`config.mk`:
```
export PLATFORM = sky130hd
export DESIGN_NAME = obstacle_scroller_flat
export DESIGN_NICKNAME = d
export VERILOG_FILES = /design/src/rtl/obstacle_scroller_if.sv /design/src/rtl/obstacle_scroller.sv /design/src/flat_wrapper.sv
export SDC_FILE = /design/constraint.sdc
export NUM_CORES = 1
export LEC_CHECK = 0
export ABC_AREA = 1
export CAP_MARGIN = 25
export CORE_MARGIN = 5
export CORE_UTILIZATION = 50
export CTS_BUF_LIST = sky130_fd_sc_hd__clkbuf_16
export DETAILED_ROUTE_END_ITERATION = 7
export GPL_ROUTABILITY_DRIVEN = 0
export GPL_TIMING_DRIVEN = 0
export PLACE_DENSITY = 0.85
export SLEW_MARGIN = 30
export SYNTH_ARGS = -nofsm -noshare
export SYNTH_HDL_FRONTEND = slang
export SYNTH_SLANG_ARGS = --single-unit
```
`constraint.sdc`:
```
create_clock -name clk -period 1.6 [get_ports clk]
set_input_delay 0.32 -clock clk [delete_from_list [all_inputs] [get_ports clk]]
set_output_delay 0.32 -clock clk [all_outputs]
set_load 0.02 [all_outputs]
```
`src/rtl/obstacle_scroller_if.sv`:
```
// Bundles the game-FSM inputs, glyph ROM input and display/status outputs of obstacle_scroller.
interface obstacle_scroller_if #(
  parameter int unsigned DIGITS = 3,
  parameter int unsigned SEG_W  = 7
);
  logic [2:0]              presente;
  logic [1:0]              W_or_L;
  logic [SEG_W-1:0]        obstaculo;
  logic                    tick;
  logic [3:0]              tipo_obs;
  logic [DIGITS*SEG_W-1:0] display_obs;
  logic [7:0]              pass_cnt;
  logic [3:0]              speed_level;
  logic [1:0]              state_o;

  modport master (
    output presente, W_or_L, obstaculo,
    input  tick, tipo_obs, display_obs, pass_cnt, speed_level, state_o
  );

  modport slave (
    input  presente, W_or_L, obstaculo,
    output tick, tipo_obs, display_obs, pass_cnt, speed_level, state_o
  );
endinterface

```
`src/rtl/obstacle_scroller.sv`:
```
// Game-tick divider, LFSR obstacle picker and DIGITS-wide glyph scroller with gap rule.
// Define OBSTACLE_SPEEDUP_EN to shorten the tick period as obstacles are passed.
//
// state | meaning
// IDLE  | display and counters cleared, waiting for presente==GAME with W_or_L==00
// SEED  | one tick that loads the LFSR from the free-running seed counter
// RUN   | each tick: scroll, maybe spawn, step LFSR, count passes
// HOLD  | win/lose freeze; leaves only to IDLE
module obstacle_scroller #(
  parameter int unsigned        DIGITS        = 3,
  parameter int unsigned        SEG_W         = 7,
  parameter int unsigned        LFSR_W        = 8,
  parameter logic [LFSR_W-1:0]  TAPS          = LFSR_W'(8'h71),
  parameter int unsigned        DIV_INIT      = 13500000,
  parameter int unsigned        DIV_MIN       = 3375000,
  parameter int unsigned        DIV_STEP      = 1350000,
  parameter int unsigned        GAP_MIN       = 1,
  parameter int unsigned        GAP_MAX       = 4,
  parameter int unsigned        SPEEDUP_EVERY = 8
) (
  input  logic               clk,
  input  logic               rst,
  obstacle_scroller_if.slave bus
);

  typedef enum logic [1:0] {
    S_IDLE = 2'd0,
    S_SEED = 2'd1,
    S_RUN  = 2'd2,
    S_HOLD = 2'd3
  } state_t;

  localparam int unsigned        GAP_W     = $clog2(GAP_MAX + 1);
  localparam logic [GAP_W-1:0]   GAP_MIN_V = GAP_W'(GAP_MIN);
  localparam logic [GAP_W-1:0]   GAP_MAX_V = GAP_W'(GAP_MAX);
  localparam logic [2:0]         GAME      = 3'd3;
  localparam int unsigned        DISP_W    = DIGITS * SEG_W;

  state_t              r_state;
  state_t              w_state_nxt;
  logic [31:0]         r_div_cnt;
  logic [31:0]         w_div_val;
  logic                w_tick;
  logic [LFSR_W-1:0]   r_seed;
  logic [LFSR_W-1:0]   r_lfsr;
  logic [DISP_W-1:0]   r_disp;
  logic [GAP_W-1:0]    r_gap;
  logic [7:0]          r_pass;
  logic                w_clear;
  logic                w_load;
  logic                w_scroll;
  logic                w_spawn;
  logic                w_pass_inc;
  logic                w_abort;
  logic                w_pause;
  logic                w_go;
  logic [SEG_W-1:0]    w_top;

  // The >= compare lets a shrinking divisor take effect without waiting for a 32-bit wrap.
  assign w_tick = (r_div_cnt >= (w_div_val - 32'd1));

  always_ff @(posedge clk) begin
    if (rst) begin
      r_div_cnt <= 32'd0;
    end else if (w_tick) begin
      r_div_cnt <= 32'd0;
    end else begin
      r_div_cnt <= r_div_cnt + 32'd1;
    end
  end

  assign w_abort = (bus.W_or_L == 2'b11);
  assign w_pause = (bus.W_or_L == 2'b01) || (bus.W_or_L == 2'b10);
  assign w_go    = (bus.presente == GAME) && (bus.W_or_L == 2'b00);

  always_ff @(posedge clk) begin
    if (rst) begin
      r_state <= S_IDLE;
    end else begin
      r_state <= w_state_nxt;
    end
  end

  always_comb begin
    w_state_nxt = r_state;
    w_clear     = 1'b0;
    w_load      = 1'b0;
    w_scroll    = 1'b0;
    if (w_tick) begin
      unique case (r_state)
        S_IDLE: begin
          w_clear = 1'b1;
          if (w_go) begin
            w_state_nxt = S_SEED;
          end
        end
        S_SEED: begin
          if (w_abort) begin
            w_state_nxt = S_IDLE;
            w_clear     = 1'b1;
          end else if (w_pause) begin
            w_state_nxt = S_HOLD;
          end else if (bus.presente != GAME) begin
            w_state_nxt = S_IDLE;
            w_clear     = 1'b1;
          end else begin
            w_state_nxt = S_RUN;
            w_load      = 1'b1;
          end
        end
        S_RUN: begin
          if (w_abort) begin
            w_state_nxt = S_IDLE;
            w_clear     = 1'b1;
          end else if (w_pause) begin
            w_state_nxt = S_HOLD;
          end else if (bus.presente != GAME) begin
            w_state_nxt = S_IDLE;
            w_clear     = 1'b1;
          end else begin
            w_scroll = 1'b1;
          end
        end
        S_HOLD: begin
          if (!w_pause) begin
            w_state_nxt = S_IDLE;
            w_clear     = 1'b1;
          end
        end
        default: begin
          w_state_nxt = S_IDLE;
          w_clear     = 1'b1;
        end
      endcase
    end
  end

  // Seed never holds 0 so a loaded LFSR can never lock up.
  always_ff @(posedge clk) begin
    if (rst) begin
      r_seed <= LFSR_W'(1);
    end else if (r_state == S_IDLE) begin
      r_seed <= (r_seed == '1) ? LFSR_W'(1) : r_seed + LFSR_W'(1);
    end
  end

  always_ff @(posedge clk) begin
    if (rst) begin
      r_lfsr <= LFSR_W'(1);
    end else if (w_load) begin
      r_lfsr <= r_seed;
    end else if (w_scroll) begin
      r_lfsr <= {^(r_lfsr & TAPS), r_lfsr[LFSR_W-1:1]};
    end
  end

  assign w_spawn    = ((r_gap >= GAP_MIN_V) && r_lfsr[0]) || (r_gap == GAP_MAX_V);
  assign w_top      = w_spawn ? bus.obstaculo : '0;
  assign w_pass_inc = w_scroll && (r_disp[SEG_W-1:0] != '0) && (r_pass != 8'hFF);

  always_ff @(posedge clk) begin
    if (rst) begin
      r_disp <= '0;
      r_gap  <= '0;
      r_pass <= 8'd0;
    end else if (w_clear) begin
      r_disp <= '0;
      r_gap  <= '0;
      r_pass <= 8'd0;
    end else if (w_scroll) begin
      r_disp <= {w_top, r_disp[DISP_W-1:SEG_W]};
      r_gap  <= w_spawn ? '0 : r_gap + GAP_W'(1);
      if (w_pass_inc) begin
        r_pass <= r_pass + 8'd1;
      end
    end
  end

`ifdef OBSTACLE_SPEEDUP_EN
  localparam logic [7:0] SPD_LAST = 8'(SPEEDUP_EVERY - 1);

  logic [31:0] r_div_val;
  logic [7:0]  r_spd_cnt;
  logic [3:0]  r_level;
  logic        w_level_up;

  // r_spd_cnt tracks pass_cnt modulo SPEEDUP_EVERY without a divider.
  assign w_level_up = w_pass_inc && (r_spd_cnt == SPD_LAST);

  always_ff @(posedge clk) begin
    if (rst) begin
      r_div_val <= 32'(DIV_INIT);
      r_spd_cnt <= 8'd0;
      r_level   <= 4'd0;
    end else if (w_clear) begin
      r_div_val <= 32'(DIV_INIT);
      r_spd_cnt <= 8'd0;
      r_level   <= 4'd0;
    end else if (w_pass_inc) begin
      r_spd_cnt <= w_level_up ? 8'd0 : r_spd_cnt + 8'd1;
      if (w_level_up) begin
        r_level   <= (r_level == 4'hF) ? 4'hF : r_level + 4'd1;
        r_div_val <= (r_div_val >= 32'(DIV_MIN + DIV_STEP)) ?
                     r_div_val - 32'(DIV_STEP) : 32'(DIV_MIN);
      end
    end
  end

  assign w_div_val       = r_div_val;
  assign bus.speed_level = r_level;
`else
  logic w_unused_cfg;

  assign w_div_val       = 32'(DIV_INIT);
  assign bus.speed_level = 4'd0;
  assign w_unused_cfg    = ^{32'(DIV_MIN), 32'(DIV_STEP), 32'(SPEEDUP_EVERY)};
`endif

  assign bus.tick        = w_tick;
  assign bus.tipo_obs    = r_lfsr[3:0];
  assign bus.display_obs = r_disp;
  assign bus.pass_cnt    = r_pass;
  assign bus.state_o     = r_state;

endmodule

```
`src/flat_wrapper.sv`:
```
// flat-port wrapper written by rule: the top's interface ports become plain ports
module obstacle_scroller_flat 
#(
  parameter int unsigned        DIGITS        = 3,
  parameter int unsigned        SEG_W         = 7,
  parameter int unsigned        LFSR_W        = 8,
  parameter logic [LFSR_W-1:0]  TAPS          = LFSR_W'(8'h71),
  parameter int unsigned        DIV_INIT      = 13500000,
  parameter int unsigned        DIV_MIN       = 3375000,
  parameter int unsigned        DIV_STEP      = 1350000,
  parameter int unsigned        GAP_MIN       = 1,
  parameter int unsigned        GAP_MAX       = 4,
  parameter int unsigned        SPEEDUP_EVERY = 8
)
  (clk, rst, bus_presente, bus_W_or_L, bus_obstaculo, bus_tick, bus_tipo_obs, bus_display_obs, bus_pass_cnt, bus_speed_level, bus_state_o);
  obstacle_scroller_if #(.DIGITS(DIGITS), .SEG_W(SEG_W)) bus_i ();
  input  logic clk;
  input  logic rst;
  input wire logic [$bits(bus_i.presente)-1:0] bus_presente;
  input wire logic [$bits(bus_i.W_or_L)-1:0] bus_W_or_L;
  input wire logic [$bits(bus_i.obstaculo)-1:0] bus_obstaculo;
  output wire logic [$bits(bus_i.tick)-1:0] bus_tick;
  output wire logic [$bits(bus_i.tipo_obs)-1:0] bus_tipo_obs;
  output wire logic [$bits(bus_i.display_obs)-1:0] bus_display_obs;
  output wire logic [$bits(bus_i.pass_cnt)-1:0] bus_pass_cnt;
  output wire logic [$bits(bus_i.speed_level)-1:0] bus_speed_level;
  output wire logic [$bits(bus_i.state_o)-1:0] bus_state_o;
  assign bus_i.presente = bus_presente;
  assign bus_i.W_or_L = bus_W_or_L;
  assign bus_i.obstaculo = bus_obstaculo;
  assign bus_tick = bus_i.tick;
  assign bus_tipo_obs = bus_i.tipo_obs;
  assign bus_display_obs = bus_i.display_obs;
  assign bus_pass_cnt = bus_i.pass_cnt;
  assign bus_speed_level = bus_i.speed_level;
  assign bus_state_o = bus_i.state_o;
  obstacle_scroller #(.DIGITS(DIGITS), .SEG_W(SEG_W), .LFSR_W(LFSR_W), .TAPS(TAPS), .DIV_INIT(DIV_INIT), .DIV_MIN(DIV_MIN), .DIV_STEP(DIV_STEP), .GAP_MIN(GAP_MIN), .GAP_MAX(GAP_MAX), .SPEEDUP_EVERY(SPEEDUP_EVERY)) u_core (.clk(clk), .rst(rst), .bus(bus_i));
endmodule
```
==> reports/qor.csv <==
metric,value,unit
hold crit path type,register to register,
Final Hold Viols,0,
Sequential cell area,1670,um2
Worst IR Drop VDD,0.484,mV
die area,9930,um2
Total Routing Usage GR,22.5,%
Mapped Area,4020,um2
multi-input logic area,2350,um2
max_cap viols,0,
initial antenna violation count,0,
Synth top area share,40.9,%
CTS Sinks,82,
dpl hpwl,6450,um
Die Width,99.6,um
Routed Antenna Nets,0,
Die Span Y,99.6,um
drt pass-1 iters,5,
initial core utilization,51.7,%
Max Clk Rate,517,MHz
LEAKAGE,2.49,nW
core area,7770,um2
commonest cells in the synthesized netlist,"nand2_1, dfxtp_1, nor2_1",
"non-filler cells, final",761,
period utilization,121,%
most numerous cell in the Yosys netlist,nand2_1,
Max Slew Vio Count,0,
synth top area cells,"dfxtp_1, nand2_1, nor2_1",
dpl ws,-0.785,ns
final WL,12500,um
reg2reg path depth,13,
Tmin final,1.93,ns
GRT overflow,0,
# setup viols final,63,
port bufs,49,
synthesized area per cell,7.37,um2
# IOs,54,
Clock transition at path regs,0.06,ns
cell count after placement,707,
clock skew,0.00973,ns
Post-synth EDFFs,0,
Worst Hold End,u_core.r_div_cnt[12]$_SDFF_PP0_,
dominant cell type by area after synthesis,dfxtp_1,
Clock Latency Late Sink,0.34,ns
critical path class,register to output port,
Root Driver,clkbuf_16,
R2R setup slack,-0.27,ns
Tot Pwr,4.54,mW
hold path start,u_core.r_div_cnt[12]$_SDFF_PP0_,
TritonCTS clock tree,yes,
crit path launch type,register,
Vias/cell,5.59,
detailed router's first-iteration violation count,333,
drt wl/cell,16.5,um
area delta synth->final,45.5,%
maximum root-to-sink buffer count,2,
worst r2r src,u_core.r_div_cnt[11]$_SDFF_PP0_,
Synthesis Warnings,0,
required time of the critical path,1.28,ns
share of cells above drive strength 1,26.9,%
Cell Pwr Density,777,nW/um2
Final nets,681,
sequential cell area fraction in the yosys report,40.9,%
Residual DRC,0,
CTS Buf Count,9,
Max Fanout on Critical Path,3,
Vias,4253,
max incr delay on CP,0.38,ns
# rows,32,
vias in the first global route,4049,
run status,"complete, but fails checks",
CP endpoint kind,output port,
Syn Inst Count,545,
FILL cells,508,
unrepaired setup endpoints after global routing,true,
largest net degree at the start of global routing,14,
first-pass GRT wire length,18300,um
# hold bufs at CTS,0,
violations in the final reports,setup timing,
RR Endpoint,u_core.r_lfsr[5]$_SDFFE_PP0P_,
WP data arrival,1.61,ns
#FFs+latches synth,82,
"Slowest-stage cell, CP",dfxtp_1,
ANT cells,0,
Min Hold Slack,0.449,ns
worst hold path depth,2,
top_reg_cell synth,dfxtp_1,
fraction of registers with async set/reset,0,%
post-synthesis cell type count,40,
# H-tree levels,3,
Final WS setup,-0.333,ns
CP cell instances,nand2_1 > nor2_4 > nand2_2 > nor2_4 > nand2_4 > nand2_4 > buf_12 > buf_12 > buf_8,
final cells by class:
type,instances,share of cell area [%]
Multi-Input combinational cell,390,40.1
Timing Repair Buffer,85,15.0
Buffer,23,4.88
Clock inverter,7,1.05
Clock buffer,9,3.85
Inverter,63,4.32
Tap cell,102,2.18
Sequential cell,82,28.5
flip-flops by register name, indices dropped and copies added, names as in the netlist:
register                cells
u_core.r_div_cnt           32
u_core.r_seed               8
u_core.r_gap                3
u_core.r_lfsr               8
u_core.bus.display_obs     21
u_core.bus.state_o          2
u_core.bus.pass_cnt         8
worst max path at each step:
stage | start | end | depth (start not counted)
after detailed placement | bus_W_or_L[0] | u_core.r_lfsr[2]$_SDFFE_PP0P_ | 10
after floorplan | u_core.bus.state_o[1]$_SDFFE_PP0P_ | u_core.r_lfsr[0]$_SDFFE_PP1P_ | 8
final | u_core.r_div_cnt[11]$_SDFF_PP0_ | bus_tick | 9
after global routing | u_core.r_div_cnt[1]$_SDFF_PP0_ | bus_tick | 10
after global placement | bus_W_or_L[0] | u_core.r_lfsr[0]$_SDFFE_PP1P_ | 10
after CTS | u_core.r_div_cnt[1]$_SDFF_PP0_ | bus_tick | 10
cells by family (layout without fill, tap and decap cells):
logic type	after synthesis	count (layout)	share of synthesized area, %
xor+xnor	15	15	3.27
simple gates	286	288	32.7
other cells	1	12	0.0933
flops	82	82	40.9
compound gates	62	62	8.13
buf+inv	86	187	10.9
fa+ha+maj	13	13	4.05
placed cells by master (no fill, tap or decap), drive strengths merged, types with 3 or more instances in the layout:
cell type        n
a21oi           41
nand3b           3
inv             62
o21ai           17
buf             54
clkdlybuf4s50   11
nand3           33
xor2            10
clkinv           5
nand2          137
xnor2            5
clkbuf          15
nor3b            5
ha              13
nor2            66
dfxtp           82
conb            12
nand4           21
nor3            19
dlygate4sd2     37
repair_timing:
item / in CTS / in global routing
setup buffers: 18 / 13
resized for setup: 122 / 67
pin swaps: 18 / 12
cloned: 5 / 4
hold endpoints to repair: 0 / 0
endpoints found under the setup margin: 96 / 72
routing by layer:
| layer | global-route usage (%) | routed length, um |
|---|---|---|
| met5 | 0 | 0 |
| met4 | 10.2 | 376 |
| met3 | 3.79 | 987 |
| met2 | 41.7 | 6410 |
| met1 | 24.8 | 4760 |
power breakdown:
| part | switching (mW) | leakage [nW] | internal (mW) |
|---|---|---|---|
| combinational | 0.212 | 1.68 | 0.177 |
| clock | 0.832 | 0.138 | 1.19 |
| sequential | 0.0427 | 0.673 | 2.09 |
| total | 1.09 | 2.49 | 3.45 |
stage by stage:
step	area, um2	util [%]	setup TNS, ns
final	5850	75.3	-7.64
after global routing	5850	75.3	-12.61
after CTS	5480	70.5	-7.13
after detailed placement	4700	60.6	-29.93
after floorplan	4090	-	0
after global placement	4700	60.6	-26.64
critical path, delay by kind of cell, from the launching register on:
| family | cells | cell delay [ns] |
|---|---|---|
| and+or+nand+nor | 6 | 0.59 |
| DFF | 1 | 0.38 |
| buffers and inverters | 3 | 0.29 |
Note: power is estimated with default switching activity, not from simulation.
==> variant: new RTL, same settings <==
`DIGITS` is set to 3 in 3 places; all go to 5.
--- a/src/rtl/obstacle_scroller_if.sv
+++ b/src/rtl/obstacle_scroller_if.sv
@@ -1,6 +1,6 @@
 // Bundles the game-FSM inputs, glyph ROM input and display/status outputs of obstacle_scroller.
 interface obstacle_scroller_if #(
-  parameter int unsigned DIGITS = 3,
+  parameter int unsigned DIGITS = 5,
   parameter int unsigned SEG_W  = 7
 );
   logic [2:0]              presente;
--- a/src/rtl/obstacle_scroller.sv
+++ b/src/rtl/obstacle_scroller.sv
@@ -7,7 +7,7 @@
 // RUN   | each tick: scroll, maybe spawn, step LFSR, count passes
 // HOLD  | win/lose freeze; leaves only to IDLE
 module obstacle_scroller #(
-  parameter int unsigned        DIGITS        = 3,
+  parameter int unsigned        DIGITS        = 5,
   parameter int unsigned        SEG_W         = 7,
   parameter int unsigned        LFSR_W        = 8,
   parameter logic [LFSR_W-1:0]  TAPS          = LFSR_W'(8'h71),
--- a/src/flat_wrapper.sv
+++ b/src/flat_wrapper.sv
@@ -1,7 +1,7 @@
 // flat-port wrapper written by rule: the top's interface ports become plain ports
 module obstacle_scroller_flat 
 #(
-  parameter int unsigned        DIGITS        = 3,
+  parameter int unsigned        DIGITS        = 5,
   parameter int unsigned        SEG_W         = 7,
   parameter int unsigned        LFSR_W        = 8,
   parameter logic [LFSR_W-1:0]  TAPS          = LFSR_W'(8'h71),
Interface: changed (resized bus_display_obs); port bits go from 54 to 68. The function was not compared with the original's and may differ.
==> variant against the original RTL <==
Critical endpoint is now u_core.r_lfsr[4]; worst setup slack lost 0.064 ns; clock skew up 0.0010 ns; global-route usage increased by 1.5 points; register-to-register slack got worse by 0.13 ns; design area rose by 14%; sequential cell count rose by 14; power rose by 14%; cell count grew 8.8%; highest routed layer unchanged; synthesized area is 8.7% higher; critical path depth is 4 higher; the run still ends with setup timing left; first-iteration DRC count down 20%; synthesized cell count grew 7.2%; routed wire length rose by 19%.
==> variant: results (changes against the original RTL) <==
port_buffers: 63  # was 49
grt_pass1_wl_mm: 19.9  # was 18.3 mm
synthDistinctLibCells: 35  # was 40
cp_top_family: "simple AND/OR/NAND/NOR gates"  # unchanged
drt-initial-drc-count: 265  # was 333
pre_cts_ws_ns: -0.881  # was -0.785 ns
nets: 742  # was 681
gr-usage-met3_pct: 5.16  # was 3.79%
routedWlPerCell_um: 17.9  # was 16.5 um
routed_wl_mm: 14.9  # was 12.5 mm
ys_warn_count: 0  # unchanged
crit_slowest_cell: "dfxtp_2"  # was dfxtp_1
largest_reg_flops: 35  # was 32
grtUsageMet1_pct: 24.6  # was 24.8%
clock_latency_ns: 0.36  # was 0.34 ns
grt_max_degree: 19  # was 14
reg2reg_depth: 13  # unchanged
drive_gt1_share_pct: 35.6  # was 26.9%
cp_max_fo: 8  # was 3
hold_path_depth: 2  # unchanged
synthTopCellsByCount: "nand2_1 (152), dfxtp_1 (96), nor2_1 (69), inv_1 (59), a21oi_1 (52)"  # was nand2_1 (130), dfxtp_1 (82), nor2_1 (62), inv_1 (59), a21oi_1 (40)
violations: "setup timing"  # unchanged
clk_pin_slew_worst_paths_ns: 0.08  # was 0.06 ns
vias_per_cell: 5.58  # was 5.59
status: "finished, violations left"  # unchanged
grtUsageMet2_pct: 45.0  # was 41.7%
peakVddDrop_v: 0.000547  # was 0.000484 V
cpPeakStageDelay_ns: 0.36  # was 0.38 ns
grt_pass1_vias: 4406  # was 4049
ys_seq_area_share_pct: 44.0  # was 40.9%
dp_cells: 766  # was 707
grt_usage_pct: 23.9  # was 22.5%
power_leakage_nw: 2.67  # was 2.49 nW
yosys_most_used_dff: "dfxtp_1"  # unchanged
arrival_ns: 2.27  # was 1.61 ns
dr.pass1.iters: 5  # unchanged
yosys-top-cells-area: "dfxtp_1 (44%), nand2_1 (13%), a21oi_1 (6.0%)"  # was dfxtp_1 (41%), nand2_1 (12%), nor2_1 (5.8%)
slew_violations: 0  # unchanged
htree_levels: 3  # unchanged
setup_viol: 81  # was 63
avgSynthCellArea_sq_um: 7.48  # was 7.37 sq um
root_buffer: "clkbuf_16"  # unchanged
finalWorstSetupSlack_ns: -0.398  # was -0.333 ns
post_dp_cell_area_sq_mm: 0.00526  # was 0.00470 sq mm
hpwl_mm: 7.32  # was 6.45 mm
tns_ns: -20.87  # was -7.64 ns
finClkSkew_ns: 0.0108  # was 0.00973 ns
==> variant: kinds of logic (layout without fill, tap and decap cells) <==
group	count (synthesis)	count (layout)	synth area share, %
and+or+nand+nor	295	295	28.9
DFF	96	96	44.0
buffers and inverters	85	210	9.80
AOI/OAI and AO/OA	75	75	9.71
xor gates and xnor gates	19	19	3.81
adders and majority gates	13	13	3.72
other	1	12	0.0859
==> variant: final timing paths <==
check / start / endpoint / slack (ns)
worst max-delay path: u_core.r_div_cnt[1] / u_core.r_lfsr[4] / -0.40
worst min-delay path: u_core.bus.display_obs[30] / u_core.bus.display_obs[23] / 0.48
worst max register to register: u_core.r_div_cnt[1] / u_core.r_lfsr[4] / -0.40
worst min register to register: u_core.bus.display_obs[30] / u_core.bus.display_obs[23] / 0.48
==> variant: final cells by class <==
type / count / area, sq um
clock inverters: 7 / 85.1
multi-input cells: 414 / 2690
plain buffers: 24 / 259
clock buffers: 9 / 225
repair buffers: 108 / 1060
flip-flops and latches: 96 / 1940
well taps: 108 / 135
inverters: 61 / 259
repair inverters: 1 / 11.3
fillers: 520 / 1980
==> variant: report_power, final <==
group / internal (W) / total, W / switching, W
registers: 0.00242 / 0.00245 / 0.0000255
logic: 0.000186 / 0.000429 / 0.000243
clock network: 0.00125 / 0.00231 / 0.00106
total: 0.00386 / 0.00519 / 0.00133
==> variant: timing repair <==
action	4_1_cts	5_1_grt
pin swaps	30	35
gates resized for setup	166	103
endpoints found under the setup margin	128	84
setup buffers	26	13
gates cloned	6	3
==> variant: routing by layer <==
layer / wire length, um / part of all wire [%]
met1: 5320 / 36
met2: 8070 / 54
met3: 840 / 5.7
met4: 621 / 4.2
met5: 0 / 0
==> variant: tightest hold or removal path, stage by stage, from the launching register on <==
cell and delay [ns]:
dfxtp_1 0.34, nand2_2 0.08, a21oi_2 0.04
